$ cat src/rtl/motor_pkg.sv
// Shared types for the conveyor motor sequencer: FSM state encoding and controlador_motor
// sel codes.
package motor_pkg;

  typedef enum logic [2:0] {
    StIdle,
    StRampUp,
    StRun,
    StRampDown,
    StBrake
  } state_e;

  localparam logic [1:0] SEL_COAST = 2'b00;
  localparam logic [1:0] SEL_CW    = 2'b01;
  localparam logic [1:0] SEL_CCW   = 2'b10;
  localparam logic [1:0] SEL_BRAKE = 2'b11;

  function automatic logic [1:0] sel_for_dir(input logic dir);
    return dir ? SEL_CCW : SEL_CW;
  endfunction

endpackage

$ cat src/rtl/motor_secuenciador_if.sv
// Command and drive bundle between the conveyor control logic and motor_secuenciador.
interface motor_secuenciador_if;
  logic       start;
  logic       stop;
  logic       dir_req;
  logic [7:0] duty_target;
  logic       pieza;
  logic [7:0] count_target;
  logic [1:0] sel;
  logic [7:0] pwm_duty;
  logic       busy;
  logic       done;
  logic [7:0] piezas;

  modport master (
    output start, stop, dir_req, duty_target, pieza, count_target,
    input  sel, pwm_duty, busy, done, piezas
  );

  modport slave (
    input  start, stop, dir_req, duty_target, pieza, count_target,
    output sel, pwm_duty, busy, done, piezas
  );
endinterface

$ cat src/rtl/detector_flanco.sv
// Two-flop synchronizer for an asynchronous level, followed by a rising-edge pulse.
module detector_flanco (
  input  logic clk,
  input  logic rst,
  input  logic din,
  output logic pulse
);
  // [0],[1] synchronize; [2] holds the previous synchronized level
  logic [2:0] sync_q;

  always_ff @(posedge clk or posedge rst) begin
    if (rst) begin
      sync_q <= 3'b000;
    end else begin
      sync_q <= {sync_q[1:0], din};
    end
  end

  assign pulse = sync_q[1] & ~sync_q[2];

endmodule

$ cat src/rtl/motor_secuenciador.sv
// PWM ramp / brake sequencer in front of controlador_motor. Defining
// MOTOR_SECUENCIADOR_CONTADOR_EN enables the piece counter with automatic stop.
module motor_secuenciador
  import motor_pkg::*;
#(
  parameter int unsigned RAMP_DIV     = 50_000,
  parameter int unsigned RAMP_STEP    = 8,
  parameter int unsigned BRAKE_CYCLES = 500_000
) (
  input logic                 clk,
  input logic                 rst,
  motor_secuenciador_if.slave bus
);

  localparam int unsigned PrescW = (RAMP_DIV > 1) ? $clog2(RAMP_DIV) : 1;
  localparam int unsigned BrakeW = (BRAKE_CYCLES > 1) ? $clog2(BRAKE_CYCLES) : 1;
  localparam logic [PrescW-1:0] PrescLast = PrescW'(RAMP_DIV - 1);
  localparam logic [BrakeW-1:0] BrakeLast = BrakeW'(BRAKE_CYCLES - 1);
  localparam logic [7:0] Step = 8'(RAMP_STEP);

  state_e            state_q, state_d;
  logic              dir_lat_q, dir_lat_d;
  logic [7:0]        tgt_lat_q, tgt_lat_d;
  logic              reversa_q, reversa_d;
  logic [PrescW-1:0] presc_q, presc_d;
  logic [BrakeW-1:0] brake_q, brake_d;
  logic [7:0]        duty_q, duty_d;
  logic [1:0]        sel_q, sel_d;
  logic              busy_q, busy_d;
  logic              done_q, done_d;
  logic [7:0]        piezas_q, piezas_d;

  logic       start_ok;
  logic       tick;
  logic       count_hit;
  logic [8:0] up_sum;
  logic [7:0] up_next;
  logic [7:0] down_next;

  assign start_ok  = (state_q == StIdle) && bus.start && (bus.duty_target != 8'd0);
  assign tick      = (presc_q == PrescLast);
  // 9-bit sum so a step past 255 still saturates at the target
  assign up_sum    = {1'b0, duty_q} + {1'b0, Step};
  assign up_next   = (up_sum > {1'b0, tgt_lat_q}) ? tgt_lat_q : up_sum[7:0];
  assign down_next = (duty_q > Step) ? (duty_q - Step) : 8'd0;

  // Synthesis trims the synchronizer when the counter is disabled and the pulse is unused.
  logic pieza_pulse;

  detector_flanco u_detector_flanco (
    .clk   (clk),
    .rst   (rst),
    .din   (bus.pieza),
    .pulse (pieza_pulse)
  );

`ifdef MOTOR_SECUENCIADOR_CONTADOR_EN
  logic [7:0] cnt_lat_q, cnt_lat_d;

  always_comb begin
    piezas_d  = piezas_q;
    cnt_lat_d = cnt_lat_q;
    if (start_ok) begin
      piezas_d  = 8'd0;
      cnt_lat_d = bus.count_target;
    end else if ((state_q == StRun) && pieza_pulse && (piezas_q != 8'hFF)) begin
      piezas_d = piezas_q + 8'd1;
    end
  end

  assign count_hit = (cnt_lat_q != 8'd0) && (piezas_q == cnt_lat_q);

  always_ff @(posedge clk or posedge rst) begin
    if (rst) begin
      cnt_lat_q <= 8'd0;
    end else begin
      cnt_lat_q <= cnt_lat_d;
    end
  end
`else
  logic unused_contador;

  assign unused_contador = ^{pieza_pulse, bus.count_target};
  assign piezas_d        = 8'd0;
  assign count_hit       = 1'b0;
`endif

  always_comb begin
    state_d   = state_q;
    dir_lat_d = dir_lat_q;
    tgt_lat_d = tgt_lat_q;
    reversa_d = reversa_q;
    duty_d    = duty_q;
    done_d    = 1'b0;
    presc_d   = tick ? '0 : presc_q + 1'b1;
    brake_d   = '0;

    unique case (state_q)
      StIdle: begin
        duty_d = 8'd0;
        if (start_ok) begin
          dir_lat_d = bus.dir_req;
          tgt_lat_d = bus.duty_target;
          reversa_d = 1'b0;
          state_d   = StRampUp;
        end
      end
      StRampUp: begin
        if (bus.stop) begin
          reversa_d = 1'b0;
          state_d   = StRampDown;
        end else if (duty_q == tgt_lat_q) begin
          state_d = StRun;
        end else if (tick) begin
          duty_d = up_next;
        end
      end
      StRun: begin
        if (bus.stop || count_hit) begin
          reversa_d = 1'b0;
          state_d   = StRampDown;
        end else if (bus.dir_req != dir_lat_q) begin
          reversa_d = 1'b1;
          state_d   = StRampDown;
        end
      end
      StRampDown: begin
        if (bus.stop) begin
          reversa_d = 1'b0;
        end
        if (duty_q == 8'd0) begin
          state_d = StBrake;
        end else if (tick) begin
          duty_d = down_next;
        end
      end
      StBrake: begin
        duty_d  = 8'd0;
        brake_d = brake_q + 1'b1;
        if (bus.stop) begin
          reversa_d = 1'b0;
        end
        if (brake_q == BrakeLast) begin
          brake_d = '0;
          if (reversa_d) begin
            dir_lat_d = bus.dir_req;
            state_d   = StRampUp;
          end else begin
            done_d  = 1'b1;
            state_d = StIdle;
          end
        end
      end
      default: begin
        duty_d  = 8'd0;
        state_d = StIdle;
      end
    endcase

    // Each ramp phase counts its first step from the entry edge
    if (state_d != state_q) begin
      presc_d = '0;
    end

    unique case (state_d)
      StIdle:  sel_d = SEL_COAST;
      StBrake: sel_d = SEL_BRAKE;
      default: sel_d = sel_for_dir(dir_lat_d);
    endcase
    busy_d = (state_d != StIdle);
  end

  always_ff @(posedge clk or posedge rst) begin
    if (rst) begin
      state_q   <= StIdle;
      dir_lat_q <= 1'b0;
      tgt_lat_q <= 8'd0;
      reversa_q <= 1'b0;
      presc_q   <= '0;
      brake_q   <= '0;
      duty_q    <= 8'd0;
      sel_q     <= SEL_COAST;
      busy_q    <= 1'b0;
      done_q    <= 1'b0;
      piezas_q  <= 8'd0;
    end else begin
      state_q   <= state_d;
      dir_lat_q <= dir_lat_d;
      tgt_lat_q <= tgt_lat_d;
      reversa_q <= reversa_d;
      presc_q   <= presc_d;
      brake_q   <= brake_d;
      duty_q    <= duty_d;
      sel_q     <= sel_d;
      busy_q    <= busy_d;
      done_q    <= done_d;
      piezas_q  <= piezas_d;
    end
  end

  assign bus.sel      = sel_q;
  assign bus.pwm_duty = duty_q;
  assign bus.busy     = busy_q;
  assign bus.done     = done_q;
  assign bus.piezas   = piezas_q;

endmodule

$ cat src/flat_wrapper.sv
// flat-port wrapper written by rule: the top's interface ports become plain ports
module motor_secuenciador_flat import motor_pkg::*;
#(
  parameter int unsigned RAMP_DIV     = 50_000,
  parameter int unsigned RAMP_STEP    = 8,
  parameter int unsigned BRAKE_CYCLES = 500_000
)
  (clk, rst, bus_start, bus_stop, bus_dir_req, bus_duty_target, bus_pieza, bus_count_target, bus_sel, bus_pwm_duty, bus_busy, bus_done, bus_piezas);
  motor_secuenciador_if bus_i ();
  input logic clk;
  input logic rst;
  input wire logic [$bits(bus_i.start)-1:0] bus_start;
  input wire logic [$bits(bus_i.stop)-1:0] bus_stop;
  input wire logic [$bits(bus_i.dir_req)-1:0] bus_dir_req;
  input wire logic [$bits(bus_i.duty_target)-1:0] bus_duty_target;
  input wire logic [$bits(bus_i.pieza)-1:0] bus_pieza;
  input wire logic [$bits(bus_i.count_target)-1:0] bus_count_target;
  output wire logic [$bits(bus_i.sel)-1:0] bus_sel;
  output wire logic [$bits(bus_i.pwm_duty)-1:0] bus_pwm_duty;
  output wire logic [$bits(bus_i.busy)-1:0] bus_busy;
  output wire logic [$bits(bus_i.done)-1:0] bus_done;
  output wire logic [$bits(bus_i.piezas)-1:0] bus_piezas;
  assign bus_i.start = bus_start;
  assign bus_i.stop = bus_stop;
  assign bus_i.dir_req = bus_dir_req;
  assign bus_i.duty_target = bus_duty_target;
  assign bus_i.pieza = bus_pieza;
  assign bus_i.count_target = bus_count_target;
  assign bus_sel = bus_i.sel;
  assign bus_pwm_duty = bus_i.pwm_duty;
  assign bus_busy = bus_i.busy;
  assign bus_done = bus_i.done;
  assign bus_piezas = bus_i.piezas;
  motor_secuenciador #(.RAMP_DIV(RAMP_DIV), .RAMP_STEP(RAMP_STEP), .BRAKE_CYCLES(BRAKE_CYCLES)) u_core (.clk(clk), .rst(rst), .bus(bus_i));
endmodule
$ cat config.mk
export PLATFORM = sky130hd
export DESIGN_NAME = motor_secuenciador_flat
export DESIGN_NICKNAME = d
export VERILOG_FILES = /design/src/rtl/motor_pkg.sv /design/src/rtl/motor_secuenciador_if.sv /design/src/rtl/detector_flanco.sv /design/src/rtl/motor_secuenciador.sv /design/src/flat_wrapper.sv
export SDC_FILE = /design/constraint.sdc
export NUM_CORES = 1
export LEC_CHECK = 0
export BUFFER_PORTS_ARGS = -buffer_cell sky130_fd_sc_hd__buf_2
export CAP_MARGIN = 20
export CORE_UTILIZATION = 58
export CTS_CLUSTER_SIZE = 16
export DETAILED_ROUTE_END_ITERATION = 8
export HOLD_SLACK_MARGIN = 0.05
export PLACE_DENSITY = 0.87
export SETUP_SLACK_MARGIN = 0.1
export SYNTH_ARGS = -nofsm -noshare
export SYNTH_HDL_FRONTEND = slang
export SYNTH_SLANG_ARGS = --single-unit
export TNS_END_PERCENT = 50
$ cat constraint.sdc
create_clock -name clk -period 2.97 [get_ports clk]
set_input_delay 0.297 -clock clk [delete_from_list [all_inputs] [get_ports clk]]
set_output_delay 0.297 -clock clk [all_outputs]
set_load 0.02 [all_outputs]
Word-level counts from Yosys, hierarchy flattened
Index checks and enable logic that the tools add are counted.

storage, ports and cells
  bits of input ports = 22
  register bits after elaboration = 60
  logic and storage cells = 82

cells by class
  magnitude comparators = 2
  add/sub/neg operators = 4
  reduce and logical (&&, ||, !) cells = 12
  mux-type cells = 36
  bitwise gates (word level) = 1
  equality and inequality tests = 17

operator list
  cell                                                           count
  2-to-1 mux 8 bit                                               7
  2-to-1 mux 19 bit                                              2
  2-to-1 mux 16 bit                                              2
  one-hot mux 8 bit (3 select lines)                             1
  2-to-1 mux 3 bit                                               7
  adder 19 x 1 -> 19 bit, second input constant                  1
  == test 19 bit, second input constant                          1
  adder 16 x 1 -> 16 bit, second input constant                  1
  == test 16 bit, second input constant                          1
  one-hot mux 3 bit (5 select lines)                             1
  2-to-1 mux 1 bit                                               12
  adder 8 x 4 -> 9 bit, second input constant                    1
  greater-than comparator 9 x 8 -> 1 bit                         1
  == test 8 bit                                                  1
  greater-than comparator 8 x 4 -> 1 bit, second input constant  1
  zero test 8 bit                                                1
  nonzero test 8 bit                                             1
  subtractor 8 x 4 -> 8 bit, second input constant               1
  == test 3 x 2 -> 1 bit, second input constant                  2
  == test 3 bit, second input constant                           2
  zero test 3 bit                                                2
  inequality test 2 x 1 -> 1 bit, second input constant          3
  inequality test 2 bit, second input constant                   3
  AND reduction 6 bit                                            1
  other kinds (15)                                               16

Longest topological paths before layout
  depth in word-level cells = 7
  gate-level depth with buffers = 10

Worst setup path before layout
No wires, ideal clock.

  kind = register -> register
  from = reg u_core.duty_q[3], in the netlist u_core.bus.pwm_duty[3]
  to = reg u_core.duty_q[6], in the netlist u_core.bus.pwm_duty[6]
  data required time = 2.845 ns
  path buffers = 1
  slack = 0.102 ns
  arrival time = 2.743 ns
  stages on the path, launching flop included = 11
  setup time = 0.125 ns
  path through = dfrtp_1 clkbuf_1 inv_1 ha_1 ha_1 a21o_1 a221oi_1 o2bb2ai_1 and2_2 o32ai_1 mux2_2

on the way
  word-level cells in the longest chain between the ends = 7
  elaborated cells between the ends (all ways) = 17
  those cells by class = 2 x add/sub; 2 x order compare; 3 x eq/ne; 8 x mux; 2 x reduce/logical

RTL lines
  item                                    RTL line                   source
  start, declared                         motor_secuenciador.sv:27   logic [7:0] duty_q, duty_d;
  start signal, assigned                  motor_secuenciador.sv:193  duty_q <= duty_d;
  adder 8 x 4 -> 9 bit                    motor_secuenciador.sv:43   assign up_sum = {1'b0, duty_q} + {1'b0, Step};
  greater-than comparator 9 x 8 -> 1 bit  motor_secuenciador.sv:44   assign up_next = (up_sum > {1'b0, tgt_lat_q}) ? tgt_lat_q : up_sum[7:0];
  2-to-1 mux 8 bit                        motor_secuenciador.sv:44
  2-to-1 mux 8 bit                        motor_secuenciador.sv:114  end else if (tick) begin
  2-to-1 mux 8 bit                        motor_secuenciador.sv:112  end else if (duty_q == tgt_lat_q) begin
  2-to-1 mux 8 bit                        motor_secuenciador.sv:109  if (bus.stop) begin
  one-hot mux 8 bit (3 select lines)      motor_secuenciador.sv:98   unique case (state_q)

Several ways; a longest one is shown, not always the timed one. The select of a mux whose other input is x is not followed.
A chain may end at the register's enable or synchronous reset.

Final worst setup path
Ends and elaborated chain as after synthesis.

==> metrics <==
status=finished clean; Vias=2,830; critical path class=register to register; Worst Setup Start Kind=register; Die ar.=6390 um2; vias in the first global route=2,826; Clock Skew=7.34 ps; final period utilization=0.903; Synth Cell Area=3520 um2; asr flop ratio synth=1.00; dominant cell by count in the synthesized netlist=dfrtp_1; CORE AREA=5890 um2; Tot GR Track Use=0.265; synthesis-to-finish area growth=12.4%; fin util=0.672; Die H=79.9 um; CP required=3200 ps; post-route ant nets=0; fraction of layout cells with a size suffix above 1=0.183; PwrDens=412 nW/um2; post-route cell area=3960 um2; Synth area leaders=dfrtp_1 43%, xor2_1 6.0%, nor2_1 5.8%; I/O pin count=42; row cnt=28; Layout Cells excl Fill=485; leakage=1.80 nW; final hold slack=174 ps; EDFF count, synth=0; CTS Sinks=60; DP HPWL=5500 um; flops & latches, synth=60; crit path DAT=2920 ps; Mapped Cells=371; max-slew violations=0; fmax=373 MHz; placed cells=467; Power, Total=1.63 mW; pre-CTS WS=93.6 ps; Area after DPL=3700 um2; total negative setup slack=0 ps; Initial Util=0.598; max-cap viol count=0; worst-path maximum fanout=7; CTS tree=built; area share of the largest cell type after synthesis=0.426; CTS root buffer=clkbuf_8; PortBufs=24; Final nets=442; critical path's largest stage delay=420 ps; Peak VDD IR=0.232 mV; Vias/cell=5.84; die width=79.9 um; worst path cell trace=ha_1 > nand3_1 > xnor2_2 > ha_1 > and3_4 > o2111ai_1 > o2bb2ai_2 > buf_4 > a311oi_2 > o32ai_1 > mux2_2; setup ws final=287 ps; Initial DRC Count=195; Most used DFF post-synth=dfrtp_1; Period minus WS final=2680 ps; worst slew pin tran=670 ps; Overflow after GRT=0; DRC Markers=0; Worst-path clk slew=70 ps; htree depth=3; HP Class=input port to register; TritonRoute pass-1 iters=5; Hold Fails Final Rpt=0; largest net degree at the start of global routing=26; yosys warns=0; part of the Yosys area used for sequential elements=0.426; wire per inst=16.0 um; RSZ-0062 raised after global routing=true; initial antenna violation count=0; Mapped Avg Cell Area=9.49 um2; Distinct cells, synth=58; largest area contributor in the netlist=dfrtp_1; Slew headroom=0.553; Worst-Skew Late Latency=340 ps; CTS Buf Count=9; global-route wire length before repair=12,900 um; RD Place Congestion=0.980; routed wire length=7740 um; Post-synth top cells=60 x dfrtp_1, 54 x nor2_1, 29 x nand3_1; CP Capture Type=register; slowest stage cell on the critical path=dfrtp_2; Final setup viols=0; Diodes inserted=0; Max Root-Sink Buffers=2; most used cell along the critical path=ha_1
[metal layers]
metal / up-vias / global-route usage / share of wire
met2: 77 / 0.444 / 0.50
met3: 19 / 0.0629 / 0.044
met4: 0 / 0.0964 / 0.022
met1: 1382 / 0.332 / 0.44
met5: - / 0 / 0
li1: 1352 / - / -
[logic make-up after synthesis]
| group | synth area share |
|---|---|
| mux | 0.0213 |
| fa+ha+maj | 0.0426 |
| buf+inv | 0.0590 |
| compound gates | 0.0967 |
| xor+xnor | 0.102 |
| simple gates | 0.251 |
| other cells | 0.00107 |
| flops | 0.426 |
[flip-flops by register name, summed over array words and instances, names as in the netlist]
signal               cells
u_core.presc_q          16
u_core.reversa_q         1
u_core.bus.done          1
u_core.tgt_lat_q         8
u_core.bus.busy          1
u_core.bus.sel           2
u_core.state_q           3
u_core.brake_q          19
u_core.dir_lat_q         1
u_core.bus.pwm_duty      8
[worst paths after layout]
path	start	end	slack, ps	depth (start not counted)
setup / recovery	u_core.bus.pwm_duty[3]$_DFFE_PP0P_	u_core.bus.pwm_duty[6]$_DFFE_PP0P_	290	11
hold / removal	bus_duty_target[7]	u_core.tgt_lat_q[7]$_DFFE_PP0P_	170	3
setup reg to reg	u_core.bus.pwm_duty[3]$_DFFE_PP0P_	u_core.bus.pwm_duty[6]$_DFFE_PP0P_	290	11
hold reg to reg	u_core.brake_q[0]$_DFF_PP0_	u_core.brake_q[0]$_DFF_PP0_	470	1
max in group asynchronous	rst	u_core.bus.pwm_duty[3]$_DFFE_PP0P_	1770	4
min in group asynchronous	rst	u_core.presc_q[0]$_DFF_PP0_	540	3
[placed cells by master, fill, tap and decap left out, types with 4 or more instances in the layout]
master    Yosys  layout
o21ai_0      16      16
conb_1        1       8
xor2_1       24      24
and3_1        9       8
buf_4        11      14
nor2_1       54      54
nand2_1      23      23
clkbuf_8      0      10
buf_2         4      24
a21oi_1       5       5
and2_1        5       5
mux2_2        4       4
inv_1        19      18
xnor2_1      17      16
nor3_1        5       5
nor4_1        5       5
nand3_1      29      29
ha_1         12      12
dfrtp_1      60      57
[power breakdown]
part,switching [mW],internal [mW]
Combinational,0.0567,0.0320
Sequential,0.00481,0.824
Clock,0.318,0.393
[cell type report]
type	count	area, um2
Clock buffer	10	138
Multi-Input combinational cell	279	1870
Tap cell	75	93.8
Inverter	19	71.3
Sequential cell	60	1510
Clock inverter	3	40.0
Fill cell	457	1930
Timing Repair Buffer	39	235
[critical path, delay by kind of cell, from the launching register on]
kind | cells | cell delay [ps]
AOI/OAI and AO/OA | 4 | 670
buffers and inverters | 1 | 160
and+or+nand+nor | 2 | 340
muxes | 1 | 270
xor gates and xnor gates | 1 | 170
adders and majority gates | 2 | 540
DFF | 1 | 420
[repair_timing]
| action | CTS | global route |
|---|---|---|
| endpoints found under the setup margin | 2 | 24 |
| pin swaps | 0 | 1 |
| hold buffers | 1 | 0 |
| resized for setup | 0 | 10 |
| endpoints found under the hold margin | 23 | 0 |
| buffers inserted | 0 | 4 |
Power figures use the tool's default switching activity.
